**src/rtl/instr_mem_loader_if.sv**
```systemverilog
// Byte-stream input and instruction-memory write channel of the program loader.
// The master modport is the loader side; the slave modport is the environment side.
interface instr_mem_loader_if #(
  parameter int unsigned ADDR_W = 15
);
  logic              byte_vld;
  logic [7:0]        byte_data;
  logic              byte_rdy;
  logic              wr_vld;
  logic [ADDR_W-1:0] wr_addr;
  logic [63:0]       wr_data;
  logic              wr_rdy;

  modport master (
    input  byte_vld, byte_data, wr_rdy,
    output byte_rdy, wr_vld, wr_addr, wr_data
  );

  modport slave (
    output byte_vld, byte_data, wr_rdy,
    input  byte_rdy, wr_vld, wr_addr, wr_data
  );
endinterface

```
**src/rtl/instr_mem_loader.sv**
```systemverilog
// Packs an upstream byte stream little-endian into 64-bit words and writes them
// to consecutive instruction-memory addresses starting at 0.
module instr_mem_loader #(
  parameter int unsigned ADDR_W = 15,
  parameter int unsigned CNT_W  = 16
) (
  input  logic               i_clk,
  input  logic               i_rst_n,
  input  logic               i_start,
  input  logic [CNT_W-1:0]   i_word_cnt,
  instr_mem_loader_if.master bus,
  output logic               o_instr_mem_wr_finish,
  output logic               o_busy,
  output logic               o_err
);

  typedef enum logic [1:0] {IDLE, FILL, WRITE, DONE} state_t;

  state_t            state;
  logic [CNT_W-1:0]  words_left;
  logic [2:0]        byte_idx;
  logic [ADDR_W-1:0] addr;
  logic [63:0]       data;
  logic              byte_rdy;
  logic              wr_vld;
  logic              finish;
  logic              busy;
  logic              err;

  assign bus.byte_rdy          = byte_rdy;
  assign bus.wr_vld            = wr_vld;
  assign bus.wr_addr           = addr;
  assign bus.wr_data           = data;
  assign o_instr_mem_wr_finish = finish;
  assign o_busy                = busy;
  assign o_err                 = err;

  always_ff @(posedge i_clk or negedge i_rst_n) begin
    if (!i_rst_n) begin
      state      <= IDLE;
      words_left <= '0;
      byte_idx   <= '0;
      addr       <= '0;
      data       <= '0;
      byte_rdy   <= 1'b0;
      wr_vld     <= 1'b0;
      finish     <= 1'b0;
      busy       <= 1'b0;
      err        <= 1'b0;
    end else begin
      case (state)
        IDLE, DONE: begin
          if (i_start) begin
            err      <= 1'b0;
            addr     <= '0;
            data     <= '0;
            byte_idx <= '0;
            if (i_word_cnt != '0) begin
              state      <= FILL;
              words_left <= i_word_cnt;
              byte_rdy   <= 1'b1;
              busy       <= 1'b1;
              finish     <= 1'b0;
            end else begin
              state  <= DONE;
              finish <= 1'b1;
            end
          end
        end

        FILL: begin
          if (i_start) err <= 1'b1;
          if (bus.byte_vld && byte_rdy) begin
            data[{byte_idx, 3'b000} +: 8] <= bus.byte_data;
            byte_idx <= byte_idx + 3'd1;
            if (byte_idx == 3'd7) begin
              state    <= WRITE;
              byte_rdy <= 1'b0;
              wr_vld   <= 1'b1;
            end
          end
        end

        WRITE: begin
          if (i_start) err <= 1'b1;
          // vld/addr/data are only touched on the handshake, so they hold through stalls
          if (bus.wr_rdy) begin
            wr_vld     <= 1'b0;
            addr       <= addr + ADDR_W'(1);
            words_left <= words_left - CNT_W'(1);
            if (words_left == CNT_W'(1)) begin
              state  <= DONE;
              busy   <= 1'b0;
              finish <= 1'b1;
            end else begin
              state    <= FILL;
              byte_rdy <= 1'b1;
              byte_idx <= '0;
              data     <= '0;
            end
          end
        end

        default: state <= IDLE;
      endcase
    end
  end

endmodule

```
**src/flat_wrapper.sv**
```systemverilog
// flat-port wrapper written by rule: the top's interface ports become plain ports
module instr_mem_loader_flat 
#(
  parameter int unsigned ADDR_W = 15,
  parameter int unsigned CNT_W  = 16
)
  (i_clk, i_rst_n, i_start, i_word_cnt, o_instr_mem_wr_finish, o_busy, o_err, bus_byte_vld, bus_byte_data, bus_wr_rdy, bus_byte_rdy, bus_wr_vld, bus_wr_addr, bus_wr_data);
  instr_mem_loader_if #(.ADDR_W(ADDR_W)) bus_i ();
  input  logic i_clk;
  input  logic i_rst_n;
  input  logic i_start;
  input  logic [CNT_W-1:0] i_word_cnt;
  output logic o_instr_mem_wr_finish;
  output logic o_busy;
  output logic o_err;
  input wire logic [$bits(bus_i.byte_vld)-1:0] bus_byte_vld;
  input wire logic [$bits(bus_i.byte_data)-1:0] bus_byte_data;
  input wire logic [$bits(bus_i.wr_rdy)-1:0] bus_wr_rdy;
  output wire logic [$bits(bus_i.byte_rdy)-1:0] bus_byte_rdy;
  output wire logic [$bits(bus_i.wr_vld)-1:0] bus_wr_vld;
  output wire logic [$bits(bus_i.wr_addr)-1:0] bus_wr_addr;
  output wire logic [$bits(bus_i.wr_data)-1:0] bus_wr_data;
  assign bus_i.byte_vld = bus_byte_vld;
  assign bus_i.byte_data = bus_byte_data;
  assign bus_i.wr_rdy = bus_wr_rdy;
  assign bus_byte_rdy = bus_i.byte_rdy;
  assign bus_wr_vld = bus_i.wr_vld;
  assign bus_wr_addr = bus_i.wr_addr;
  assign bus_wr_data = bus_i.wr_data;
  instr_mem_loader #(.ADDR_W(ADDR_W), .CNT_W(CNT_W)) u_core (.i_clk(i_clk), .i_rst_n(i_rst_n), .i_start(i_start), .i_word_cnt(i_word_cnt), .bus(bus_i), .o_instr_mem_wr_finish(o_instr_mem_wr_finish), .o_busy(o_busy), .o_err(o_err));
endmodule
```
**config.mk**
```make
export PLATFORM = sky130hd
export DESIGN_NAME = instr_mem_loader_flat
export DESIGN_NICKNAME = d
export VERILOG_FILES = /design/src/rtl/instr_mem_loader_if.sv /design/src/rtl/instr_mem_loader.sv /design/src/flat_wrapper.sv
export SDC_FILE = /design/constraint.sdc
export NUM_CORES = 1
export LEC_CHECK = 0
export CAP_MARGIN = 20
export CORE_MARGIN = 2
export CORE_UTILIZATION = 40
export DETAILED_ROUTE_END_ITERATION = 6
export PLACE_DENSITY = 0.66
export SLEW_MARGIN = 20
export SYNTH_ARGS = -nofsm -noshare
export SYNTH_HDL_FRONTEND = slang
export SYNTH_SLANG_ARGS = --single-unit
```
**constraint.sdc**
```tcl
create_clock -name i_clk -period 2.8 [get_ports i_clk]
set_input_delay 0.84 -clock i_clk [delete_from_list [all_inputs] [get_ports i_clk]]
set_output_delay 0.84 -clock i_clk [all_outputs]
set_load 0.1 [all_outputs]
```
### Yosys cells after proc, flatten, opt, wreduce, memory -nomap -nowiden

Cells that the tools add are included.

* register bits: 105
* logic and storage cells: 92
* output and inout bits: 84

* reduce and logical (&&, ||, !) cells: 16
* equality and inequality tests: 13
* add/subtract/negate cells: 4
* shifts and indexed selects: 2
* multiplexer cells: 47

Operators with widths (number)
* 64-bit 2-to-1 mux: 4
* 64-bit case mux with 3 select lines: 1
* 64-bit bitwise mux: 1
* 8-bit by 8-bit variable shift with 64-bit output (first input constant): 1
* 8-bit by 8-bit variable part select with 64-bit output: 1
* 16-bit 2-to-1 mux: 3
* 16-bit case mux with 2 select lines: 1
* 15-bit 2-to-1 mux: 2
* 15-bit case mux with 2 select lines: 1
* 4-bit AND reduction: 5
* 1-bit 2-to-1 mux: 17
* 16-bit by 1-bit equality test with 1-bit output (second input constant): 1
* 16-bit nonzero test: 1
* 16-bit by 1-bit subtractor with 16-bit output (second input constant): 1
* 15-bit by 1-bit adder with 15-bit output (second input constant): 1
* 2-bit 2-to-1 mux: 6
* 3-bit 2-to-1 mux: 4
* 2-bit by 1-bit != test with 1-bit output (second input constant): 5
* 3-bit case mux with 3 select lines: 1
* 6-bit negator with 8-bit output: 1
* 1-bit case mux with 2 select lines: 4
* 2-bit != test (second input constant): 3
* 2-bit case mux with 3 select lines: 1
* 6-bit AND reduction: 1
* 12 further kinds: 15

### Longest topological paths before layout

* word-level depth: 5
* depth in mapped cells: 9

### Worst setup path after synthesis

OpenSTA, ideal clock, no wires.

* kind: reg2reg
* start point: register u_core.byte_idx[0]
* end point: register u_core.data[39] (netlist: u_core.bus.wr_data[39])
* buffers on the path: 0
* stages on the path, launching flop included: 8
* setup time: 0.069 ns
* path slack: 0.502 ns
* arrival: 2.229 ns
* clock period less this slack: 2.298 ns
* cells stage by stage: dfrtp_1 -> inv_1 -> ha_1 -> ha_1 -> o2111ai_1 -> a311oi_2 -> a22o_1 -> a22o_1

* cells in the longest elaborated chain, start to end: 5
* elaborated cells on any way between the ends: 6

Ends and longest elaborated chain
* from (decl): RTL line instr_mem_loader.sv:21 `logic [2:0] byte_idx;`
* from (signal assigned): RTL line instr_mem_loader.sv:75 `byte_idx <= byte_idx + 3'd1;`
* 6-bit negator with 8-bit output *: RTL line instr_mem_loader.sv:74 `data[{byte_idx, 3'b000} +: 8] <= bus.byte_data;`
* 8-bit by 8-bit variable part select with 64-bit output or 8-bit by 8-bit variable shift with 64-bit output (tied branches): RTL line instr_mem_loader.sv:74
* 64-bit bitwise mux *: RTL line instr_mem_loader.sv:74
* 64-bit 2-to-1 mux *: RTL line instr_mem_loader.sv:73 `if (bus.byte_vld && byte_rdy) begin`
* 64-bit case mux with 3 select lines *: RTL line instr_mem_loader.sv:51 `case (state)`
* to (signal, indexed assignment): RTL line instr_mem_loader.sv:74
* to (decl): RTL line instr_mem_loader.sv:23 `logic [63:0] data;`

Mark *: on every way between the ends. The rest lies on a longest branch, timed or not. The select of a mux whose other input is x is not followed.
A chain may end at the register's enable or synchronous reset.

### Worst setup path after layout

* start point: register u_core.byte_idx[0]
* end point: register u_core.data[5] (netlist: u_core.bus.wr_data[5])

The elaborated chain is that of the path after synthesis.

==> results.md <==
- Maxcap violations: 0
- Fin crit period: approximately 2.5 ns
- Final setup vio count: 0
- CTS clk-pin slew, worst paths: 0.07 ns
- Syn_nets: around 520
- Worst Hold Class: input pin to asynchronous set/reset pin
- HPWL after DPL: between 10 and 15 mm
- Number of synthesized flops with an enable pin: 0
- Fmax: around 400 MHz
- Routed Antenna Nets: 0
- CTS Buf Count: 9
- Placed cell count: 767
- # rows: 41
- Max-slew violation count: 0
- RR Endpoint: u_core.bus.wr_data[5]$_DFFE_PN0P_
- FF-to-FF setup slack: just over 0.3 ns
- Period utilization: about nine tenths
- DP Worst Slack: 0.0635 ns
- Unrepaired setup endpoints after global routing: no
- Arr. time, crit path: 2.73 ns
- Ys async rst share: 100%
- Filler Cell Count: about 1100
- H-tree levels: 3
- Post-CTS Resized: 0
- Area delta synth->final: 30.8%
- Post-CTS setup buffers: 0
- Layout cells sized above 1: 24.2%
- Multi-input gate area: around 0.0023 mm²
- Placed cell areas: 0.00639 mm²
- Synthesized cell area: between 0.005 and 0.006 mm²
- CTS tree: built
- Initial Utilization: 40.8%
- Register cell area after layout: 0.00263 mm²
- CTS Root Cell: clkbuf_16
- DRT iter0 DRCs: 292
- Seq cells post-synth: approximately 110
- Setup Skew: 0.00970 ns
- Layout Cells excl Fill: between 700 and 800
- DIE AREA: 0.0137 mm²
- Final std cell area, no fill: approximately 0.0067 mm²
- Max_slew headroom: 46.9%
- CP startpoint kind: flop
- Highest cell delay on the worst timing path: about 0.60 ns
- Yosys top cell area share: 51.3%
- Clock Latency Late Sink: around 0.35 ns
- Setup ws final: a little over 0.3 ns
- IO buf count: 112
- Yosys warning count: 0
- Status: complete, no violations
- Top FF cell, synth: dfrtp_1
- Vias in the first global route: around 4400
- Pin count of the biggest net entering global routing: 46
- Via count: roughly 4400
- Post-Route Setup TNS: 0 ns
- Crit-path slowest cell: or4b_4
- Origin of the critical flop-to-flop path: u_core.byte_idx[0]$_DFFE_PN0P_
- Post-synthesis sequential area ratio: between 50% and 60%
- DRC errors left: 0
- Power per cell area: roughly 440 mW/mm²
- Worst-Margin Slew: around 0.8 ns
- Crit Path Class: flop to flop
- Top cells by area, synth: dfrtp_1 51%, a22o_1 6.7%, o2bb2ai_1 4.4%, nand2_1 3.7%, ha_1 3.2%
- Worst path cell trace: inv_1 -> ha_1 -> ha_1 -> or4b_4 -> o21ai_2 -> nand2_2 -> a22o_1
- CP Max Fanout: 8
- Syn Area/Cell: approximately 11 µm²
- First-pass GRT wire length: ~23 mm
- DR vias/cell: 5.68
- Unique masters post-synth: a little over 60
- Nets: around 650
- CTS sink cnt: around 110
- Reg2reg path depth: 7
- Req. time, crit path: 3.03 ns
- Die Y: 117 µm
- Worst VDD drop: between 0.3 and 0.4 mV
- DR WL/cell: about 18 µm
- Fin. Hold Viols: 0
- Die width: ~120 µm
- Drt first pass iters: 5
- Gr usage total: between 20 and 25%
- Initial antenna violation count: 0
- Most used cell, CP: ha_1
- Ant. Diodes: 0
- CP endpoint kind: flop
- Leading area contributor after synthesis: dfrtp_1
- Leak: between 3 and 4 nW
- Aggregate routed wire length: about 14 mm
- Area of the core: approximately 0.013 mm²
- # IOs: around 110
- Hold_buf cts: 0
- CTS max path bufs: 2
- Grt total ovfl: 0
- Placer Congestion: 0.884
- Post-Syn Instances: between 400 and 500
==> critical path: cells and delay by family (launching register included) <==
| family | cells | cell delay (ns) |
|---|---|---|
| and+or+nand+nor | 2 | 0.73 |
| AOI/OAI and AO/OA | 2 | 0.40 |
| adders and majority gates | 2 | 0.63 |
| buffers and inverters | 1 | 0.15 |
| DFF | 1 | 0.47 |
==> power by group <==
group          switching [mW]  total [mW]  internal [mW]  leakage [nW]
Combinational          0.0683       0.119         0.0508          1.56
Sequential           0.000961        1.52           1.52          1.40
Clock                   0.578        1.30          0.727         0.152
Total                   0.648        2.94           2.29          3.11
==> layout make-up <==
| type | instances | area share, % |
|---|---|---|
| Multi-Input combinational cell | 334 | 35.0 |
| Sequential cell | 105 | 39.2 |
| Clock inverter | 5 | 0.952 |
| Timing Repair Buffer | 140 | 17.1 |
| Clock buffer | 11 | 3.62 |
| Tap cell | 172 | 3.21 |
| Inverter | 16 | 0.896 |
==> through the flow <==
step                total power, mW  utilization [%]  hold WS (ns)
CTS                            2.97             53.3         0.500
detailed placement             1.67             50.9         0.480
global route                   3.03             53.3         0.515
global placement               1.67             50.9         0.480
floorplan                      1.56                -         0.492
finish                         2.94             53.3         0.491
==> routing by layer <==
layer  routed length [µm]  vias up  share of wire (%)  track usage (%)
li1                     -     2065                  -                -
met1                 6440     2202                 46             30.3
met2                 6620      163                 47             33.3
met3                  833       16                5.9             3.81
met4                  195        0                1.4             7.69
met5                    0        -                  0                0
==> sequential cells by signal (all words and copies together), names as in the netlist <==
name                          count
u_core.bus.wr_data               64
u_core.words_left                16
u_core.bus.wr_addr               15
u_core.byte_idx                   3
u_core.state                      2
u_core.bus.byte_rdy               1
u_core.bus.wr_vld                 1
u_core.o_busy                     1
u_core.o_err                      1
u_core.o_instr_mem_wr_finish      1
==> logic make-up after synthesis <==
family | count (synthesis) | synth area share, %
XOR/XNOR | 12 | 2.05
multiplexers | 6 | 1.20
buffers and inverters | 36 | 2.88
AND/OR/NAND/NOR | 157 | 17.2
flip-flops | 105 | 51.3
AO/OA/AOI/OAI | 146 | 22.2
adder cells (fa/ha/maj) | 13 | 3.17
==> worst max-delay path by stage <==
stage,start,endpoint,slack [ns],depth (start not counted)
after global placement,i_word_cnt[1],u_core.words_left[15]$_DFFE_PN0P_,0.08,6
after floorplan,u_core.byte_idx[0]$_DFFE_PN0P_,u_core.bus.wr_data[39]$_DFFE_PN0P_,0.50,7
after global routing,u_core.byte_idx[0]$_DFFE_PN0P_,u_core.bus.wr_data[1]$_DFFE_PN0P_,0.16,7
final,u_core.byte_idx[0]$_DFFE_PN0P_,u_core.bus.wr_data[5]$_DFFE_PN0P_,0.30,7
after detailed placement,i_start,u_core.bus.wr_data[60]$_DFFE_PN0P_,0.06,7
after CTS,u_core.byte_idx[0]$_DFFE_PN0P_,u_core.bus.wr_data[5]$_DFFE_PN0P_,0.31,7
==> synthesized netlist by cell type (all sizes together), types with 4 or more instances <==
library cell and instances:
a21oi 19, a22o 39, a2bb2oi 4, a32o 9, buf 12, clkbuf 8, dfrtp 105, ha 13
inv 16, mux2i 5, nand2 52, nand2b 5, nand3 13, nand4 13, nor2 25, nor3 15
nor4 10, o21ai 20, o22ai 7, o2bb2ai 26, or3 9, xnor2 4, xor2 8
==> cell usage in the layout, fill, tap and decap left out, types with 7 or more instances in the layout <==
| master | netlist | final |
|---|---|---|
| a32o_1 | 9 | 9 |
| nand2_1 | 50 | 50 |
| ha_1 | 13 | 13 |
| dfrtp_1 | 105 | 105 |
| o22ai_1 | 7 | 7 |
| xor2_1 | 8 | 8 |
| o2bb2ai_1 | 26 | 26 |
| or3_1 | 8 | 8 |
| o21ai_0 | 16 | 16 |
| nor3_1 | 13 | 13 |
| nand3_1 | 13 | 13 |
| clkbuf_16 | 0 | 9 |
| a21oi_1 | 19 | 19 |
| nand4_1 | 13 | 13 |
| nor2_1 | 24 | 24 |
| inv_1 | 16 | 16 |
| clkdlybuf4s50_1 | 0 | 27 |
| a22o_1 | 39 | 39 |
| buf_4 | 0 | 111 |
No activity file was read; power rests on OpenSTA's default activity.
==> edit (same flow settings) <==
Re-encode `state_t` (4 states) as one-hot, 4 bits wide.
--- a/src/rtl/instr_mem_loader.sv
+++ b/src/rtl/instr_mem_loader.sv
@@ -14,7 +14,7 @@
   output logic               o_err
 );
 
-  typedef enum logic [1:0] {IDLE, FILL, WRITE, DONE} state_t;
+  typedef enum logic [3:0] {IDLE = 4'b0001, FILL = 4'b0010, WRITE = 4'b0100, DONE = 4'b1000} state_t;
 
   state_t            state;
   logic [CNT_W-1:0]  words_left;
Check against the original RTL: same outputs for any inputs over 4 cycles, from zero or initial values and one cycle with i_rst_n low; so few cycles prove little.
==> edit against the unedited design <==
Cell count is 2.7% lower. Global-route usage fell by 1.1 points. Final area fell by 1.7%. Critical path type is now in2reg. Setup slack worse by 0.0021 ns. Synthesized cell count shrank 2.3%. Sequential cell count is 2 higher. Area after synthesis shrank 1.4%. Wire length decreased by 6.2%. Critical path depth decreased by 1. Fmax about the same.
Power is not compared: it rests on default switching activity, and its combinational part moved more than twofold at a synthesized area within 25%.
==> edit: results <==
metrics = {
    "final_layout": {
        "buffer_area_share_pct": 16.7,
        "multi_input_area_share_pct": 34.0,
        "fin_nets": 624,
        "regArea_um2": 2680,
        "clockBufferCount": 12,
        "drive_gt1_share_pct": 24.7,
        "clk_share_pct": 4.77,
        "num-multi-input-gates": 323,
        "inv_count": 10,
        "instances_no_fill": 762,
    },
    "logic_synthesis": {
        "synth_cell_types": 60,
        "ys_seq_area_share_pct": 53.0,
        "synthTopCellsByCount": "dfrtp_1 (106), a22o_1 (67), nor2_1 (39)",
        "syn_nets": 503,
        "synth_area_leaders": "dfrtp_1 (53%), a22o_1 (12%), nor2_1 (2.9%), ha_1 (2.5%), a21oi_1 (2.4%)",
    },
    "worst_setup_path": {
        "crit-reg2reg-launch": "u_core.state[2]",
        "path_delay_family": "compound AO/OA/AOI/OAI gates",
        "cp-endpoint": "u_core.bus.wr_data[37]",
        "cp_slowest_cell": "clkdlybuf4s50_1",
        "critPathLaunch": "i_start",
        "max_stage_delay_ns": 0.55,
        "worstReg2RegEnd": "u_core.bus.wr_data[15]",
        "cp_max_fo": 9,
    },
    "detailed_routing": {
        "drtIter0Drc": 357,
        "wl_met2_um": 6090,
        "wl_met3_um": 584,
        "firstDrtPassIters": 4,
        "m1WireLength_um": 6310,
        "vias": 4205,
        "drt-wirelength-per-cell_um": 17.3,
    },
    "place": {
        "dp_hpwl_um": 9540,
        "dpl_cell_area_um2": 6270,
        "place_inst": 746,
    },
    "floorplan": {
        "core-area_um2": 12500,
    },
    "global_route": {
        "use_met2_pct": 31.0,
        "grt_pass1_wl_um": 21400,
        "grt_max_degree": 50,
        "grt_util_met1_pct": 29.2,
        "use_met3_pct": 3.43,
        "grt_pass1_vias": 4065,
    },
    "sta": {
        "worst_slack_ns": 0.302,
        "slew_headroom_pct": 60.5,
        "skew_ns": 0.00768,
    },
    "outcome": {
        "status": "completed",
    },
}
edit: cell count changes after synthesis, sizes merged, moves of 6 or more:
cell | before | now
a22o | 39 | 67
a32o | 9 | 1
inv | 16 | 10
nand2 | 52 | 28
nor2 | 25 | 41
o21ai | 20 | 26
o2bb2ai | 26 | 0
edit: where the power goes:
group / leakage [nW] / switching (W) / internal (W)
Combinational: 1.51 / 0.00106 / 0.000526
Clock: 0.155 / 0.000556 / 0.000764
Sequential: 1.44 / 0.000201 / 0.00173
Total: 3.11 / 0.00181 / 0.00302
edit: worst register-to-register path, cell delays in order, from the launching register on:
cell and delay (ns):
dfrtp_1 0.57, or4b_4 0.72, nor3b_2 0.27, nand3_1 0.16, nor2_2 0.35, a22o_1 0.21
edit: logic make-up (layout without fill, tap and decap cells):
group	after synthesis	in the layout	share of synthesized area [%]
AOI/OAI and AO/OA	153	153	22.8
adders and majority gates	10	10	2.48
buffers and inverters	34	160	2.70
and+or+nand+nor	146	146	16.5
xor gates and xnor gates	14	14	2.43
DFF	107	107	53.0
